--- src/rtl/hazard_ctrl_if.sv ---
// Pipeline-to-hazard-controller bundle: ID/EX/MEM hazard inputs and the
// stall/flush/MDU control outputs. The pipeline side is the master.
interface hazard_ctrl_if #(
    parameter int CNT_W = 32
);
    logic [4:0]       id_rs;
    logic [4:0]       id_rt;
    logic             id_use_rs;
    logic             id_use_rt;
    logic             id_branch;
    logic             id_redirect;
    logic             id_mdu_start;
    logic             id_mdu_read;
    logic             ex_regw;
    logic             ex_mem2r;
    logic [4:0]       ex_rd;
    logic             mem_mem2r;
    logic [4:0]       mem_rd;
    logic             pc_stall;
    logic             if_id_stall;
    logic             if_id_flush;
    logic             id_ex_bubble;
    logic             mdu_start;
    logic             mdu_busy;
    logic [CNT_W-1:0] stall_cnt;

    modport master (
        output id_rs, id_rt, id_use_rs, id_use_rt, id_branch, id_redirect,
               id_mdu_start, id_mdu_read, ex_regw, ex_mem2r, ex_rd,
               mem_mem2r, mem_rd,
        input  pc_stall, if_id_stall, if_id_flush, id_ex_bubble,
               mdu_start, mdu_busy, stall_cnt
    );

    modport slave (
        input  id_rs, id_rt, id_use_rs, id_use_rt, id_branch, id_redirect,
               id_mdu_start, id_mdu_read, ex_regw, ex_mem2r, ex_rd,
               mem_mem2r, mem_rd,
        output pc_stall, if_id_stall, if_id_flush, id_ex_bubble,
               mdu_start, mdu_busy, stall_cnt
    );
endinterface

--- src/rtl/hazard_ctrl.sv ---
// Hazard controller for the 5-stage core: load-use and ID-branch operand
// stalls, MDU busy sequencing, IF flush on redirect, and a saturating
// stall-cycle counter. Forwarding selection lives elsewhere.
// Every output is forced to 0 while rst is high.
module hazard_ctrl #(
    parameter int MDU_LAT = 8,
    parameter int CNT_W   = 32
) (
    input  logic          clk,
    input  logic          rst,
    hazard_ctrl_if.slave  hif
);
    typedef enum logic {IDLE, BUSY} state_t;

    localparam logic [7:0] LAT_M1 = 8'(MDU_LAT - 1);

    state_t           state, state_next;
    logic [7:0]       busy_cnt, busy_cnt_next;
    logic [CNT_W-1:0] cnt;
    logic             ex_hit, mem_hit;
    logic             lu, br, md, stall, start;

    // Operand-match terms: ID reads a register that EX/MEM will write; $0 never matches.
    always_comb begin
        ex_hit  = (hif.ex_rd != 5'd0) &&
                  ((hif.ex_rd == hif.id_rs && hif.id_use_rs) ||
                   (hif.ex_rd == hif.id_rt && hif.id_use_rt));
        mem_hit = (hif.mem_rd != 5'd0) &&
                  ((hif.mem_rd == hif.id_rs && hif.id_use_rs) ||
                   (hif.mem_rd == hif.id_rt && hif.id_use_rt));
    end

    // Hazard terms; a branch behind a load stalls twice (lu, then the MEM-load term).
    always_comb begin
        lu    = hif.ex_mem2r && ex_hit;
        br    = hif.id_branch && ((hif.ex_regw && ex_hit) || (hif.mem_mem2r && mem_hit));
        md    = (state == BUSY) && (hif.id_mdu_read || hif.id_mdu_start);
        stall = lu || br || md;
        start = hif.id_mdu_start && !stall;
    end

    // MDU FSM next state: a start loads MDU_LAT-1, BUSY counts down to 0.
    always_comb begin
        state_next    = state;
        busy_cnt_next = busy_cnt;
        case (state)
            IDLE: begin
                if (start) begin
                    state_next    = BUSY;
                    busy_cnt_next = LAT_M1;
                end
            end
            BUSY: begin
                if (busy_cnt == 8'd0) begin
                    state_next = IDLE;
                end else begin
                    busy_cnt_next = busy_cnt - 8'd1;
                end
            end
            default: state_next = IDLE;
        endcase
    end

    // MDU state register; reset abandons any in-flight operation.
    always_ff @(posedge clk) begin
        if (rst) begin
            state    <= IDLE;
            busy_cnt <= 8'd0;
        end else begin
            state    <= state_next;
            busy_cnt <= busy_cnt_next;
        end
    end

    // Stall-cycle counter, saturating at all-ones; flush-only cycles do not count.
    always_ff @(posedge clk) begin
        if (rst) begin
            cnt <= '0;
        end else if (stall && (cnt != {CNT_W{1'b1}})) begin
            cnt <= cnt + CNT_W'(1);
        end
    end

    // Output drive; stall outranks flush and start, a redirect with a start does both.
    always_comb begin
        hif.pc_stall     = !rst && stall;
        hif.if_id_stall  = !rst && stall;
        hif.id_ex_bubble = !rst && stall;
        hif.if_id_flush  = !rst && hif.id_redirect && !stall;
        hif.mdu_start    = !rst && start;
        hif.mdu_busy     = !rst && (state == BUSY);
        hif.stall_cnt    = rst ? '0 : cnt;
    end
endmodule

--- src/flat_wrapper.sv ---
// flat-port wrapper written by rule: the top's interface ports become plain ports
module hazard_ctrl_flat 
#(
    parameter int MDU_LAT = 8,
    parameter int CNT_W   = 32
)
  (clk, rst, hif_id_rs, hif_id_rt, hif_id_use_rs, hif_id_use_rt, hif_id_branch, hif_id_redirect, hif_id_mdu_start, hif_id_mdu_read, hif_ex_regw, hif_ex_mem2r, hif_ex_rd, hif_mem_mem2r, hif_mem_rd, hif_pc_stall, hif_if_id_stall, hif_if_id_flush, hif_id_ex_bubble, hif_mdu_start, hif_mdu_busy, hif_stall_cnt);
  hazard_ctrl_if #(.CNT_W(CNT_W)) hif_i ();
  input  logic clk;
  input  logic rst;
  input wire logic [$bits(hif_i.id_rs)-1:0] hif_id_rs;
  input wire logic [$bits(hif_i.id_rt)-1:0] hif_id_rt;
  input wire logic [$bits(hif_i.id_use_rs)-1:0] hif_id_use_rs;
  input wire logic [$bits(hif_i.id_use_rt)-1:0] hif_id_use_rt;
  input wire logic [$bits(hif_i.id_branch)-1:0] hif_id_branch;
  input wire logic [$bits(hif_i.id_redirect)-1:0] hif_id_redirect;
  input wire logic [$bits(hif_i.id_mdu_start)-1:0] hif_id_mdu_start;
  input wire logic [$bits(hif_i.id_mdu_read)-1:0] hif_id_mdu_read;
  input wire logic [$bits(hif_i.ex_regw)-1:0] hif_ex_regw;
  input wire logic [$bits(hif_i.ex_mem2r)-1:0] hif_ex_mem2r;
  input wire logic [$bits(hif_i.ex_rd)-1:0] hif_ex_rd;
  input wire logic [$bits(hif_i.mem_mem2r)-1:0] hif_mem_mem2r;
  input wire logic [$bits(hif_i.mem_rd)-1:0] hif_mem_rd;
  output wire logic [$bits(hif_i.pc_stall)-1:0] hif_pc_stall;
  output wire logic [$bits(hif_i.if_id_stall)-1:0] hif_if_id_stall;
  output wire logic [$bits(hif_i.if_id_flush)-1:0] hif_if_id_flush;
  output wire logic [$bits(hif_i.id_ex_bubble)-1:0] hif_id_ex_bubble;
  output wire logic [$bits(hif_i.mdu_start)-1:0] hif_mdu_start;
  output wire logic [$bits(hif_i.mdu_busy)-1:0] hif_mdu_busy;
  output wire logic [$bits(hif_i.stall_cnt)-1:0] hif_stall_cnt;
  assign hif_i.id_rs = hif_id_rs;
  assign hif_i.id_rt = hif_id_rt;
  assign hif_i.id_use_rs = hif_id_use_rs;
  assign hif_i.id_use_rt = hif_id_use_rt;
  assign hif_i.id_branch = hif_id_branch;
  assign hif_i.id_redirect = hif_id_redirect;
  assign hif_i.id_mdu_start = hif_id_mdu_start;
  assign hif_i.id_mdu_read = hif_id_mdu_read;
  assign hif_i.ex_regw = hif_ex_regw;
  assign hif_i.ex_mem2r = hif_ex_mem2r;
  assign hif_i.ex_rd = hif_ex_rd;
  assign hif_i.mem_mem2r = hif_mem_mem2r;
  assign hif_i.mem_rd = hif_mem_rd;
  assign hif_pc_stall = hif_i.pc_stall;
  assign hif_if_id_stall = hif_i.if_id_stall;
  assign hif_if_id_flush = hif_i.if_id_flush;
  assign hif_id_ex_bubble = hif_i.id_ex_bubble;
  assign hif_mdu_start = hif_i.mdu_start;
  assign hif_mdu_busy = hif_i.mdu_busy;
  assign hif_stall_cnt = hif_i.stall_cnt;
  hazard_ctrl #(.MDU_LAT(MDU_LAT), .CNT_W(CNT_W)) u_core (.clk(clk), .rst(rst), .hif(hif_i));
endmodule
--- config.mk ---
export PLATFORM = sky130hd
export DESIGN_NAME = hazard_ctrl_flat
export DESIGN_NICKNAME = d
export VERILOG_FILES = /design/src/rtl/hazard_ctrl_if.sv /design/src/rtl/hazard_ctrl.sv /design/src/flat_wrapper.sv
export SDC_FILE = /design/constraint.sdc
export NUM_CORES = 1
export LEC_CHECK = 0
export ABC_CLOCK_PERIOD_IN_PS = 7600
export BUFFER_PORTS_ARGS = -buffer_cell sky130_fd_sc_hd__buf_2
export CAP_MARGIN = 5
export CORE_AREA = 2 2 99 101
export DETAILED_ROUTE_END_ITERATION = 12
export DIE_AREA = 0 0 101 103
export GPL_ROUTABILITY_DRIVEN = 1
export SYNTH_ARGS = -nofsm -noshare
export SYNTH_HDL_FRONTEND = slang
export SYNTH_SLANG_ARGS = --single-unit
export TNS_END_PERCENT = 50
--- constraint.sdc ---
create_clock -name clk -period 7.6 [get_ports clk]
set_input_delay 1.52 -clock clk [delete_from_list [all_inputs] [get_ports clk]]
set_output_delay 1.52 -clock clk [all_outputs]
set_load 0.01 [all_outputs]
### After elaboration in Yosys (flattened, before gate mapping)

Index checks and enable logic that the tools add are counted.

| cells by class | value |
|---|---|
| $add $sub $neg | 2 |
| equal/unequal tests | 7 |
| muxes and demuxes | 7 |
| bitwise operators | 1 |
| reduce and logical (&&, ||, !) cells | 30 |

Operators with widths:

| kind | count |
|---|---|
| 32-bit by 1-bit adder with 32-bit output, second input constant | 1 |
| 32-bit 2-to-1 mux | 1 |
| 32-bit inequality test, second input constant | 1 |
| 5-bit == test | 4 |
| 1-bit logical AND | 18 |
| 8-bit 2-to-1 mux | 2 |
| 8-bit one-hot mux with 2 select lines | 1 |
| 5-bit nonzero test | 2 |
| 8-bit logical NOT | 1 |
| 8-bit by 1-bit subtractor with 8-bit output, second input constant | 1 |
| 1-bit logical OR | 6 |
| 1-bit logical NOT | 2 |
| 1-bit 2-to-1 mux | 2 |
| 2-bit by 1-bit inequality test with 1-bit output, second input constant | 1 |
| 2-bit inequality test, second input constant | 1 |
| 1-bit one-hot mux with 2 select lines | 1 |
| 2-bit AND reduction | 1 |
| 1-bit NOT | 1 |

| storage, ports and cells | value |
|---|---|
| flip-flop bits (word level) | 41 |
| logic and storage cells | 50 |

### Longest topological paths before layout

| logic depth | value |
|---|---|
| depth after elaboration | 13 |
| depth in mapped cells | 8 |
| gate-level depth less buffers | 7 |

### Least setup slack after synthesis

No wires, ideal clock.

| timing | value |
|---|---|
| path type | input-to-output |
| from | input hif_mem_rd[1] |
| to | output hif_if_id_stall |
| arrival time | 3.043 ns |
| data required time | 6.080 ns |
| slack | 3.037 ns |
| cell stages on the path | 7 |
| buffers on the path | 3 |
| path through | or3_1 > o311a_1 > a221oi_2 > buf_4 > buf_2 > nor2_1 > buf_4 |

| on the way | value |
|---|---|
| cells in the longest elaborated chain, start to end | 10 |
| elaborated cells on any way between the ends | 13 |

RTL lines:

| what | line | text |
|---|---|---|
| start: declaration | flat_wrapper.sv:23 | `input wire logic [$bits(hif_i.mem_rd)-1:0] hif_mem_rd;` |
| 5-bit == test (on tied branches) | hazard_ctrl.sv:29, hazard_ctrl.sv:30 |  |
| 1-bit logical AND (on tied branches) | hazard_ctrl.sv:29, hazard_ctrl.sv:30 |  |
| 1-bit logical OR | hazard_ctrl.sv:29 | `((hif.mem_rd == hif.id_rs && hif.id_use_rs) \|\|` |
| 1-bit logical AND (*) | hazard_ctrl.sv:28 | `mem_hit = (hif.mem_rd != 5'd0) &&` |
| 1-bit logical AND (*) | hazard_ctrl.sv:36 | `br = hif.id_branch && ((hif.ex_regw && ex_hit) \|\| (hif.mem_mem2r && mem_hit));` |
| 1-bit logical OR (*) | hazard_ctrl.sv:36 |  |
| 1-bit logical AND (*) | hazard_ctrl.sv:36 |  |
| 1-bit logical OR (*) (2 in a row) | hazard_ctrl.sv:38 | `stall = lu \|\| br \|\| md;` |
| 1-bit logical AND (*) | - |  |
| end: declaration | flat_wrapper.sv:25 | `output wire logic [$bits(hif_i.if_id_stall)-1:0] hif_if_id_stall;` |

Every way passes the cells marked *; elsewhere a longest branch is shown, timed or not.

### Worst setup path in the final report

| timing | value |
|---|---|
| from | input hif_mem_rd[1] |
| to | output hif_if_id_flush |

| on the way | value |
|---|---|
| cells in the longest elaborated chain, start to end | 11 |
| elaborated cells on any way between the ends | 14 |

RTL lines:

| what | line | text |
|---|---|---|
| 5-bit == test (on tied branches) | hazard_ctrl.sv:29, hazard_ctrl.sv:30 |  |
| 1-bit logical AND (on tied branches) | hazard_ctrl.sv:29, hazard_ctrl.sv:30 |  |
| 1-bit logical OR | hazard_ctrl.sv:29 |  |
| 1-bit logical AND (*) | hazard_ctrl.sv:28 |  |
| 1-bit logical AND (*) | hazard_ctrl.sv:36 |  |
| 1-bit logical OR (*) | hazard_ctrl.sv:36 |  |
| 1-bit logical AND (*) | hazard_ctrl.sv:36 |  |
| 1-bit logical OR (*) (2 in a row) | hazard_ctrl.sv:38 |  |
| 1-bit logical NOT (*) | hazard_ctrl.sv:89 | `hif.if_id_flush = !rst && hif.id_redirect && !stall;` |
| 1-bit logical AND (*) | hazard_ctrl.sv:89 |  |
| end: declaration | flat_wrapper.sv:26 | `output wire logic [$bits(hif_i.if_id_flush)-1:0] hif_if_id_flush;` |

Marked as above.

==> flow_summary.toml <==
[worst_setup_path]
cp-start-kind = "input pin"
cp_max_fo = 47
arrival_ns = 3.47
crit_top_cell = "buf_2"
cp.required_ns = 6.08
crit_buf_inv = 3
crit_type = "input pin to output pin"
critical-path-top-delay-family = "simple AND/OR/NAND/NOR gates"
cp-end-kind = "output pin"
crit_slowest_cell = "buf_4"
critPathMaxStageDelay_ns = 0.40
path_cells = "buf_2 -> or3_1 -> o311a_1 -> a221oi_4 -> buf_4 -> nor2b_1 -> and2_1 -> buf_2"

[global_route]
grt_pass1_wl_um = 10900
grt-ovfl-total = 0
grt_use_total_pct = 12.9
grt_max_degree = 73
grt_pass1_vias = 2350
antenna_found_initial = 0

[floorplan]
coreArea_mm2 = 0.00946
start_util_pct = 28.1
dieWidth_um = 101
die_area_mm2 = 0.0104
io_pins = 69
rows = 36
die_h_um = 103

[sta]
post-route-period-util_pct = 65.6
fin_crit_ns = 4.99
fin_setup_tns_ns = 0
worst_pin_slew_ns = 1.05
finalHoldViolCount = 0
finalMaxSlewViolations = 0
finalSetupViolations = 0
fin_ws_ns = 2.61
slew_headroom_pct = 29.6
skew_ns = 0.00610
max_freq_ghz = 0.201
rsz0062_at_grt = "false"

[place]
portBuffers = 68
place_ws_ns = 2.61
hpwl_um = 5020
gp_congestion = 0.876

[hold_path]
worstHoldPathType = "register to register"

[synth]
synth.distinct_cells = 43
synth_seq_cells = 41
syn_inst = 336
synth_warnings = 0
ys_seq_area_share_pct = 30.9
synth_top_area_cell = "dfxtp_1"
synth_area_mm2 = 0.00266
syn_area_per_cell_um2 = 7.90
synth_fp_nets = 369
synth_top_area_share_pct = 30.9
yosys-top-cells-area = "dfxtp_1 31%, nor2b_1 7.8%, mux2_2 7.2%"

[clock_network]
cts_buffers = 5
clock_sinks = 41
clk_pin_slew_ns = 0.07
ctsHoldBuffers = 0
clk_latency_ns = 0.30
cts.repair.resized = 0
post_cts.repair.setup_buffers = 0
cts_tree = "done"
clockBufferDepth = 2
h-tree-depth = 2
cts-root-buf = "clkbuf_8"

[final_layout]
syn_to_final_growth_pct = 18.7
multiInputGateArea_mm2 = 0.00173
final.fill_count = 1041
n_antenna_cell = 0
regArea_um2 = 821
final_util_pct = 33.3
drive_above_1_share_pct = 25.1
final_nets = 428

[route]
detail_route.wl_per_cell_um = 13.3
drt_pre_antenna_iters = 4
vias_per_cell = 5.15
drt_iter0_markers = 99
drc = 0
detail-route-antenna-nets = 0
vias = 2623
totalWireLength_um = 6790

[pwr]
power_density_mw_per_mm2 = 141
cellLeakagePower_nw = 1.24
peakVddDrop_mv = 0.0602

[outcome]
status = "finished, final reports clean"

[flow_run]
maxCapViolCount = 0
[synthesized netlist by cell type, drive strengths merged]
cell / instances
o21ai: 14
o311a: 1
o31ai: 5
nor4: 5
nor3b: 2
o21a: 1
buf: 10
a21oi: 16
o22ai: 2
nand4: 19
a221oi: 3
a21o: 4
dfxtp: 41
nand2: 22
or3b: 1
nand2b: 1
and4b: 1
o31a: 1
nor2: 32
o2bb2ai: 1
or3: 14
inv: 5
nor3: 17
nor4b: 2
a22o: 1
mux2: 18
nand3: 14
and2: 3
or2: 2
xnor2: 21
and3: 7
and4: 3
or4: 4
ha: 2
nor2b: 33
clkbuf: 8
[metal layers]
layer / global-route usage (%) / wire (um) / vias to the layer above
met5: 0 / 0 / -
met4: 3.01 / 58 / 0
met3: 3.32 / 423 / 6
met2: 21.7 / 3110 / 77
met1: 16.6 / 3210 / 1215
li1: - / - / 1325
[registers in the layout, summed over array words and instances, names as in the netlist]
signal,flops
u_core.busy_cnt,8
u_core.cnt,32
u_core.state,1
[report_power, final]
part / switching [mW] / leakage, nW / total [mW] / internal (mW)
logic: 0.0430 / 0.869 / 0.0740 / 0.0310
clock network: 0.0746 / 0.0443 / 0.147 / 0.0721
registers: 0.00422 / 0.332 / 0.223 / 0.219
total: 0.122 / 1.24 / 0.444 / 0.322
[kinds of logic after synthesis]
logic type | share of synthesized area (%)
multiplexers | 7.78
AO/OA/AOI/OAI | 11.7
buffers and inverters | 4.43
flip-flops | 30.9
XOR/XNOR | 6.93
adder cells (fa/ha/maj) | 0.942
AND/OR/NAND/NOR | 37.3
[placed cells by master (no fill, tap or decap), types with 4 or more instances in the layout]
cell type and instances:
o31ai_1 5, a21o_1 4, nor3_1 17, mux2_2 17
nor2b_1 33, nand3_1 14, and3_1 7, or3_1 14
clkbuf_8 6, nand2_1 22, a21oi_1 15, nor4_1 5
nand4_1 19, o21ai_0 13, inv_1 5, xnor2_1 21
buf_2 68, dfxtp_1 41, or4_1 4, nor2_1 32
[stage by stage]
step	hold WS [ns]	power, mW	instances	instance area [um^2]
after CTS	0.499	0.450	509	3150
after detailed placement	0.485	0.303	502	3070
after global routing	0.527	0.466	509	3150
final	0.498	0.444	509	3150
after floorplan	0.456	0.281	336	2660
after global placement	0.480	0.301	502	3070
[layout make-up]
| class | instances | area share (%) |
|---|---|---|
| clock buffer | 7 | 2.74 |
| inverter | 5 | 0.595 |
| multi-input combinational | 272 | 54.8 |
| sequential | 41 | 26.0 |
| tap | 114 | 4.53 |
| timing repair buffer | 70 | 11.3 |
[worst reg2reg max path, cell delays in order, from the launching register on]
cell	delay, ns
dfxtp_1	0.39
ha_1	0.25
nand3_1	0.11
nor4_1	0.47
nand4_1	0.57
nand2_1	0.38
nor4b_1	0.11
mux2_2	0.28
[worst paths after layout]
path | start | to | slack [ns] | cells past startpoint
worst max-delay path | hif_mem_rd[1] | hif_if_id_flush | 2.61 | 8
worst max register to register | u_core.cnt[0]$_SDFFE_PP0P_ | u_core.cnt[9]$_SDFFE_PP0P_ | 4.94 | 7
worst min-delay path | u_core.busy_cnt[1]$_SDFFE_PP0P_ | u_core.busy_cnt[1]$_SDFFE_PP0P_ | 0.50 | 2
worst min register to register | u_core.busy_cnt[1]$_SDFFE_PP0P_ | u_core.busy_cnt[1]$_SDFFE_PP0P_ | 0.50 | 2
(Power assumes the default switching activity.)
